`src/rtl/systolic_skew_buffer.sv`:
```
// Stallable per-lane skew/deskew delay buffer for the systolic array edges.
// Lane i is delayed by a lane-dependent number of advances and carries valid and frame-end tags.
module systolic_skew_buffer #(
  parameter int LANES      = 8,
  parameter int WORDWIDTH  = 8,
  parameter int BASE_DELAY = 1,
  parameter int DIR        = 0
) (
  input  logic                       clk,
  input  logic                       reset,
  input  logic                       clear,
  input  logic                       in_valid,
  output logic                       in_ready,
  input  logic                       in_last,
  input  logic [LANES*WORDWIDTH-1:0] in_data,
  input  logic                       out_ready,
  output logic [LANES-1:0]           out_valid,
  output logic                       out_last,
  output logic [LANES*WORDWIDTH-1:0] out_data
);

  localparam int MAXD = BASE_DELAY + LANES - 1;
  localparam int CW   = $clog2(MAXD) + 1;
  localparam logic [CW-1:0] DRAIN_LOAD = CW'(MAXD - 1);
  localparam logic [CW-1:0] CNT_ONE    = CW'(1);

  typedef enum logic {
    STREAM = 1'b0,
    DRAIN  = 1'b1
  } state_t;

  state_t                     state_q, state_d;
  logic [CW-1:0]              drain_cnt_q, drain_cnt_d;
  logic [MAXD-1:0]            last_q, last_d;
  logic                       advance;
  logic                       accept;
  logic                       load_last;
  logic [LANES*WORDWIDTH-1:0] load_data;

  assign advance   = out_ready && !clear;
  assign in_ready  = advance && (state_q == STREAM);
  assign accept    = in_valid && in_ready;
  assign load_last = accept && in_last;
  assign load_data = accept ? in_data : '0;

  // While draining only bubbles enter, so the tagged word can flush to the longest lane's output.
  always_comb begin
    state_d     = state_q;
    drain_cnt_d = drain_cnt_q;
    if (clear) begin
      state_d     = STREAM;
      drain_cnt_d = '0;
    end else if (advance) begin
      if (state_q == STREAM) begin
        if (load_last && (MAXD > 1)) begin
          state_d     = DRAIN;
          drain_cnt_d = DRAIN_LOAD;
        end
      end else begin
        drain_cnt_d = drain_cnt_q - CNT_ONE;
        if (drain_cnt_q == CNT_ONE) begin
          state_d = STREAM;
        end
      end
    end
  end

  always_comb begin
    last_d = last_q;
    if (clear) begin
      last_d = '0;
    end else if (advance) begin
      last_d[0] = load_last;
      for (int s = 1; s < MAXD; s++) begin
        last_d[s] = last_q[s-1];
      end
    end
  end

  always_ff @(posedge clk) begin
    if (reset) begin
      state_q     <= STREAM;
      drain_cnt_q <= '0;
      last_q      <= '0;
    end else begin
      state_q     <= state_d;
      drain_cnt_q <= drain_cnt_d;
      last_q      <= last_d;
    end
  end

  assign out_last = last_q[MAXD-1];

  for (genvar i = 0; i < LANES; i++) begin : g_lane
    localparam int D = (DIR != 0) ? (BASE_DELAY + LANES - 1 - i) : (BASE_DELAY + i);

    logic [D-1:0]         valid_q, valid_d;
    logic [WORDWIDTH-1:0] data_q [D];
    logic [WORDWIDTH-1:0] data_d [D];

    always_comb begin
      valid_d = valid_q;
      for (int s = 0; s < D; s++) begin
        data_d[s] = data_q[s];
      end
      if (clear) begin
        valid_d = '0;
        for (int s = 0; s < D; s++) begin
          data_d[s] = '0;
        end
      end else if (advance) begin
        valid_d[0] = accept;
        data_d[0]  = load_data[i*WORDWIDTH +: WORDWIDTH];
        for (int s = 1; s < D; s++) begin
          valid_d[s] = valid_q[s-1];
          data_d[s]  = data_q[s-1];
        end
      end
    end

    always_ff @(posedge clk) begin
      if (reset) begin
        valid_q <= '0;
        for (int s = 0; s < D; s++) begin
          data_q[s] <= '0;
        end
      end else begin
        valid_q <= valid_d;
        for (int s = 0; s < D; s++) begin
          data_q[s] <= data_d[s];
        end
      end
    end

    assign out_valid[i]                          = valid_q[D-1];
    assign out_data[i*WORDWIDTH +: WORDWIDTH]    = data_q[D-1];
  end

endmodule
```
`config.mk`:
```
export PLATFORM = sky130hd
export DESIGN_NAME = systolic_skew_buffer
export DESIGN_NICKNAME = d
export VERILOG_FILES = /design/src/rtl/systolic_skew_buffer.sv
export SDC_FILE = /design/constraint.sdc
export NUM_CORES = 1
export LEC_CHECK = 0
export BUFFER_PORTS_ARGS = -buffer_cell sky130_fd_sc_hd__buf_2
export CORE_ASPECT_RATIO = 1.25
export CORE_MARGIN = 1
export CORE_UTILIZATION = 40
export CTS_CLUSTER_DIAMETER = 80
export DETAILED_ROUTE_END_ITERATION = 10
export HOLD_SLACK_MARGIN = 0.08
export SLEW_MARGIN = 0
export SYNTH_ARGS = -nofsm -noshare
export SYNTH_HDL_FRONTEND = slang
export SYNTH_SLANG_ARGS = --single-unit
```
`constraint.sdc`:
```
create_clock -name clk -period 2.2 [get_ports clk]
set_input_delay 0.44 -clock clk [delete_from_list [all_inputs] [get_ports clk]]
set_output_delay 0.44 -clock clk [all_outputs]
set_load 0.01 [all_outputs]
```
==> flow_metrics.py, run 1 <==
metrics = {
    "synthesis": {
        "syn_area_um2": 11450,
        "yosys_most_used_dff": "dfxtp_1",
        "netlist_instances": 1063,
        "ys_types": 28,
        "synth-warning-count": 0,
        "avgSynthCellArea_um2": 10.77,
        "ys_seq_area_frac": 0.5402,
        "ys_seq_elements": 309,
        "async_flop_share": 0,
        "synth_edf_count": 0,
        "synthesis.nets": 1135,
    },
    "global_route": {
        "gr-usage-all-layers": 0.1403,
        "grt_pass1_vias": 6984,
        "grt_start_max_net_pins": 92,
        "antenna_found_initial": 2,
        "grt_overflow": 0,
        "grt_pass1_wl_mm": 34.07,
    },
    "floorplanning": {
        "rows": 68,
        "die_width_um": 153.3,
        "io_pins": 144,
        "die_area_um2": 29320,
        "die_h_um": 191.2,
        "core_area_um2": 27910,
        "start_util": 0.4104,
    },
    "routing": {
        "ant_nets": 0,
        "viasPerCell": 4.738,
        "drc": 0,
        "vias": 7188,
        "drtIter0Drc": 218,
        "first_pass_iters": 4,
        "totalWireLength_mm": 20.33,
        "drt-wirelength-per-cell_um": 13.40,
    },
    "critical_path": {
        "endpoint": "in_ready",
        "cp.required_ps": 1760,
        "cp-end-kind": "output pin",
        "cpPeakStageDelay_ps": 500,
        "cpMaxStageDelayCell": "dfxtp_1",
        "worst_r2r_startpoint": "state_q",
        "path_max_fanout": 9,
        "cp.arrival_ps": 1230,
        "worstSetupStartpoint": "state_q",
        "r2r-end": "g_lane[1].data_q[0][0]",
        "worst_r2r_path_depth": 4,
        "reg2reg_slack_ps": 770,
        "path_cells": "nor2_1, buf_2",
        "start_kind": "register",
        "path_class": "reg2out",
    },
    "timing": {
        "skew_ps": 7.163,
        "maxSlewViolCount": 0,
        "tightest_slew_ps": 655.8,
        "setup_viol": 0,
        "hold_viol_final": 0,
        "period_needed_ps": 1675,
        "slew_headroom": 0.5628,
        "rsz0062_at_grt": "false",
        "setup_tns_ps": 0,
        "fin_crit_sh": 0.7612,
        "clock.fmax_mhz": 597.2,
    },
    "final_layout": {
        "layout.filler_cells": 2651,
        "fin_cells": 1517,
        "fin_nets": 1218,
        "final_common_cell": "dfxtp_1",
        "area_delta_synth_final_pct": 15.92,
        "layout-drive-gt1-share": 0.2547,
        "most-common-layout-cells": "dfxtp_1 (309), nor2_1 (267), mux2i_1 (238), buf_2 (142), nor2_2 (40)",
    },
    "power_and_ir_drop": {
        "ir_drop_mv": 0.6301,
        "cellPowerDensity_nw_per_um2": 881.9,
        "power_leakage_nw": 5.597,
    },
    "clock_network": {
        "cts_buffers": 34,
        "clk_latency_ps": 490,
        "cts_tree": "yes",
        "clock_sinks": 309,
        "cts.clk_slew.worst_paths_ps": 60,
        "hold_buffers": 0,
        "cts.htree.levels": 2,
        "cts_resized": 0,
        "clk_path_buf_depth": 3,
        "post_cts_buffers": 0,
        "cts_root_buf": "clkbuf_16",
    },
    "placed_design": {
        "hpwl_mm": 12.51,
        "port_buffers": 143,
        "gp_congestion": 0.7068,
        "dp_cells": 1460,
    },
    "hold_path": {
        "hold-path-cell-count": 3,
        "min_path_type": "in2reg",
    },
    "run_status": {
        "status": "complete, no violations",
    },
    "flow_run": {
        "maxCapViolCount": 0,
    },
}
[metal layers]
metal	global-route usage	wire [um]	share of wire	vias up
li1	-	-	-	3700
met1	0.1691	9160	0.45	3320
met2	0.2345	9523	0.47	130
met3	0.04353	1195	0.059	36
met4	0.05231	431	0.021	2
met5	0	13	0.00064	-
[metrics by stage]
step | hold WS [ps] | utilization | power, mW | worst slack (ps) | area, um2
after floorplan | 436.0 | - | 6.143 | 628.2 | 11450
after global placement | 455.3 | 0.4366 | 6.307 | 550.5 | 12180
after detailed placement | 459.2 | 0.4366 | 6.313 | 534.5 | 12180
after CTS | 149.0 | 0.4756 | 11.92 | 500.5 | 13270
after global routing | 152.4 | 0.4756 | 12.20 | 431.0 | 13270
final | 175.6 | 0.4757 | 11.71 | 525.4 | 13280
[final cells by class]
type	count	area (um2)	share of cell area
antenna	1	2.502	0.0001885
timing repair buffer	165	1041	0.07842
tap	350	437.9	0.03299
inverter	3	11.26	0.0008483
sequential	309	6186	0.4660
clock inverter	9	128.9	0.009708
clock buffer	47	960.9	0.07238
multi-input combinational	633	4507	0.3395
[registers in the layout (all words and copies together) (netlist names)]
register / count
drain_cnt_q: 4
g_lane.valid_q: 8
g_lane.data_q: 288
state_q: 1
last_q: 8
[cells in the mapped netlist (all sizes together), types with 2 or more instances]
master / instances / share of area
dfxtp: 309 / 0.54
nor2: 307 / 0.11
mux2i: 238 / 0.21
buf: 111 / 0.064
a22oi: 64 / 0.059
clkbuf: 7 / 0.0023
a21oi: 4 / 0.0017
inv: 3 / 0.00098
nand2: 3 / 0.00098
a31oi: 2 / 0.0011
ha: 2 / 0.0022
o21ai: 2 / 0.00087
[critical path, delay by kind of cell (launching register included)]
| kind | cells | cell delay [ps] |
|---|---|---|
| and+or+nand+nor | 1 | 90 |
| buffers and inverters | 1 | 150 |
| DFF | 1 | 500 |
[power breakdown]
| group | switching [mW] | leakage, nW | total (mW) | internal (mW) |
|---|---|---|---|---|
| sequential | 0.0131 | 2.49 | 5.63 | 5.62 |
| combinational | 0.320 | 2.58 | 0.549 | 0.229 |
| clock | 2.13 | 0.528 | 5.53 | 3.39 |
| total | 2.47 | 5.60 | 11.7 | 9.24 |
[worst min path at each step]
stage / from / end
finish: in_data[55] / g_lane[6].data_q[0][7]
detailed placement: last_q[0] / last_q[0]
floorplan: last_q[0] / last_q[0]
global route: in_data[38] / g_lane[4].data_q[0][6]
CTS: in_data[55] / g_lane[6].data_q[0][7]
global placement: last_q[0] / last_q[0]
[cells by family (layout without fill, tap and decap cells)]
family | count (synthesis) | count (layout) | synth area share
other | 0 | 1 | 0
AOI/OAI and AO/OA | 76 | 76 | 0.06665
muxes | 238 | 238 | 0.2080
buffers and inverters | 121 | 224 | 0.06752
adders and majority gates | 2 | 2 | 0.002185
DFF | 309 | 309 | 0.5402
and+or+nand+nor | 317 | 317 | 0.1155
No activity file was read; power rests on OpenSTA's default activity.
==> inputs of run 2 (changes only) <==
==> constraint.sdc (replaced) <==
create_clock -name clk -period 1.5 [get_ports clk]
set_input_delay 0.3 -clock clk [delete_from_list [all_inputs] [get_ports clk]]
set_output_delay 0.3 -clock clk [all_outputs]
set_load 0.01 [all_outputs]
==> run 2 against run 1 <==
  * Cell area increased by 6.1%
  * Hold slack worse by 68 ps
  * First-iteration DRC count up 18%
  * Clock power is 37% higher
  * Register-to-register slack got worse by 660 ps
  * Setup slack lost 450 ps
  * Non-clock buffer count rose by 81
  * Critical path depth stayed put
==> flow_metrics.py, run 2 (synthesized netlist as in run 1, its figures left out) <==
metrics = {
    "run_status": {
        "status": "complete, no violations",
    },
    "routing": {
        "totalWireLength_mm": 21.22,
        "drc": 0,
        "viasPerCell": 4.688,
        "drt-wirelength-per-cell_um": 13.29,
        "vias": 7487,
        "ant_nets": 0,
        "first_pass_iters": 4,
        "drtIter0Drc": 258,
    },
    "critical_path": {
        "path_cells": "nor2_4, buf_2",
        "crit_family": "flip-flops",
        "path_class": "reg2out",
        "start_kind": "register",
        "worstSetupStartpoint": "state_q",
        "path_buf_inv": 1,
        "cpPeakStageDelay_ps": 360,
        "worst_r2r_startpoint": "state_q",
        "cpMaxStageDelayCell": "dfxtp_4",
        "path_max_fanout": 2,
        "cp.required_ps": 1200,
        "cp-end-kind": "output pin",
        "cp.arrival_ps": 1120,
    },
    "power_and_ir_drop": {
        "power_leakage_nw": 5.951,
        "ir_drop_mv": 0.8138,
        "cellPowerDensity_nw_per_um2": 1196,
    },
    "timing": {
        "skew_ps": 9.624,
        "setup_viol": 0,
        "period_needed_ps": 1424,
        "slew_headroom": 0.7105,
        "maxSlewViolCount": 0,
        "hold_ws_ps": 108.0,
        "hold_viol_final": 0,
        "clock.fmax_mhz": 702.4,
        "setup_tns_ps": 0,
        "rsz0062_at_grt": "false",
        "tightest_slew_ps": 434.3,
        "fin_crit_sh": 0.9491,
    },
    "floorplanning": {
        "die_h_um": 191.2,
        "start_util": 0.4104,
        "die_width_um": 153.3,
        "die_area_um2": 29320,
        "core_area_um2": 27910,
        "io_pins": 144,
        "rows": 68,
    },
    "clock_network": {
        "cts_buffers": 31,
        "clk_path_buf_depth": 3,
        "cts_tree": "yes",
        "cts.htree.levels": 1,
        "cts_root_buf": "clkbuf_16",
        "clk_latency_ps": 550,
        "cts.clk_slew.worst_paths_ps": 60,
        "clock_sinks": 309,
    },
    "placed_design": {
        "port_buffers": 143,
        "gp_congestion": 0.6936,
        "place_area_um2": 12340,
        "dp_cells": 1471,
        "hpwl_mm": 13.10,
    },
    "final_layout": {
        "most-common-layout-cells": "dfxtp_1 (308), nor2_1 (266), mux2i_1 (238), buf_2 (142), dlygate4sd3_1 (70)",
        "layout-drive-gt1-share": 0.2534,
        "final_area_um2": 14080,
        "reg_top3": "g_lane.data_q x288, g_lane.valid_q x8, last_q x8",
        "layout.filler_cells": 2575,
        "final_util": 0.5046,
        "fin_nets": 1296,
        "largest_reg_flops": 288,
        "registers.top_by_ff_count": "g_lane.data_q",
        "area_delta_synth_final_pct": 22.97,
        "final_common_cell": "dfxtp_1",
        "diodes": 0,
        "fin_cells": 1597,
    },
    "global_route": {
        "grt_start_max_net_pins": 67,
        "gr-usage-all-layers": 0.1456,
        "grt_pass1_wl_mm": 35.71,
        "grt_pass1_vias": 7245,
        "grt_overflow": 0,
        "antenna_found_initial": 0,
    },
    "flow_run": {
        "maxCapViolCount": 0,
    },
    "hold_path": {
        "min_path_type": "in2reg",
        "holdCritStartpoint": "clear",
    },
}
==> run 2: worst paths after layout <==
kind	endpoint	slack [ps]	depth (start not counted)
worst max register to register	g_lane[1].data_q[0][3]	110	5
worst min-delay path	drain_cnt_q[0]	110	3
worst max-delay path	in_ready	80	2
worst min register to register	last_q[0]	460	2
==> run 2: through the flow <==
step           worst slack (ps)  power [mW]
6_report                  76.32       16.84
5_1_grt                   5.297       17.52
4_1_cts                   34.73       17.12
3_5_place_dp              145.5       9.297
3_3_place_gp              168.0       9.293
2_1_floorplan             208.2       9.009
==> run 2: final cells by class <==
cell class	instances	area, um2	share of cell area
well taps	350	437.9	0.03110
clock inverters	12	95.09	0.006753
clock buffers	44	934.6	0.06637
multi-input cells	633	4514	0.3206
flip-flops and latches	309	6190	0.4395
repair buffers	246	1899	0.1349
inverters	3	11.26	0.0007996
==> run 2: worst reg2reg max path: stages (launching register included) <==
cell,delay (ps)
dfxtp_4,360
buf_4,160
and4bb_4,350
buf_12,220
a22oi_1,150
nor2_1,100
==> run 2: layer usage <==
metal  global-route usage  up-vias  part of all wire
met2               0.2534      134              0.48
met3              0.03197       32             0.049
met5                    0        -                 0
met1               0.1784     3468              0.45
li1                     -     3853                 -
met4              0.04615        0             0.021
==> run 2: power by group <==
part / internal [mW] / total (mW) / switching (mW)
Combinational: 0.486 / 0.993 / 0.507
Clock: 4.48 / 7.59 / 3.12
Sequential: 8.23 / 8.25 / 0.0189
Total: 13.2 / 16.8 / 3.64
==> run 2: what timing repair did <==
action	4_1_cts	5_1_grt
gates cloned	0	0
hold buffers	70	0
setup endpoints to repair	1	1
gates resized for setup	3	1
setup buffers	1	0
endpoints found under the hold margin	70	0
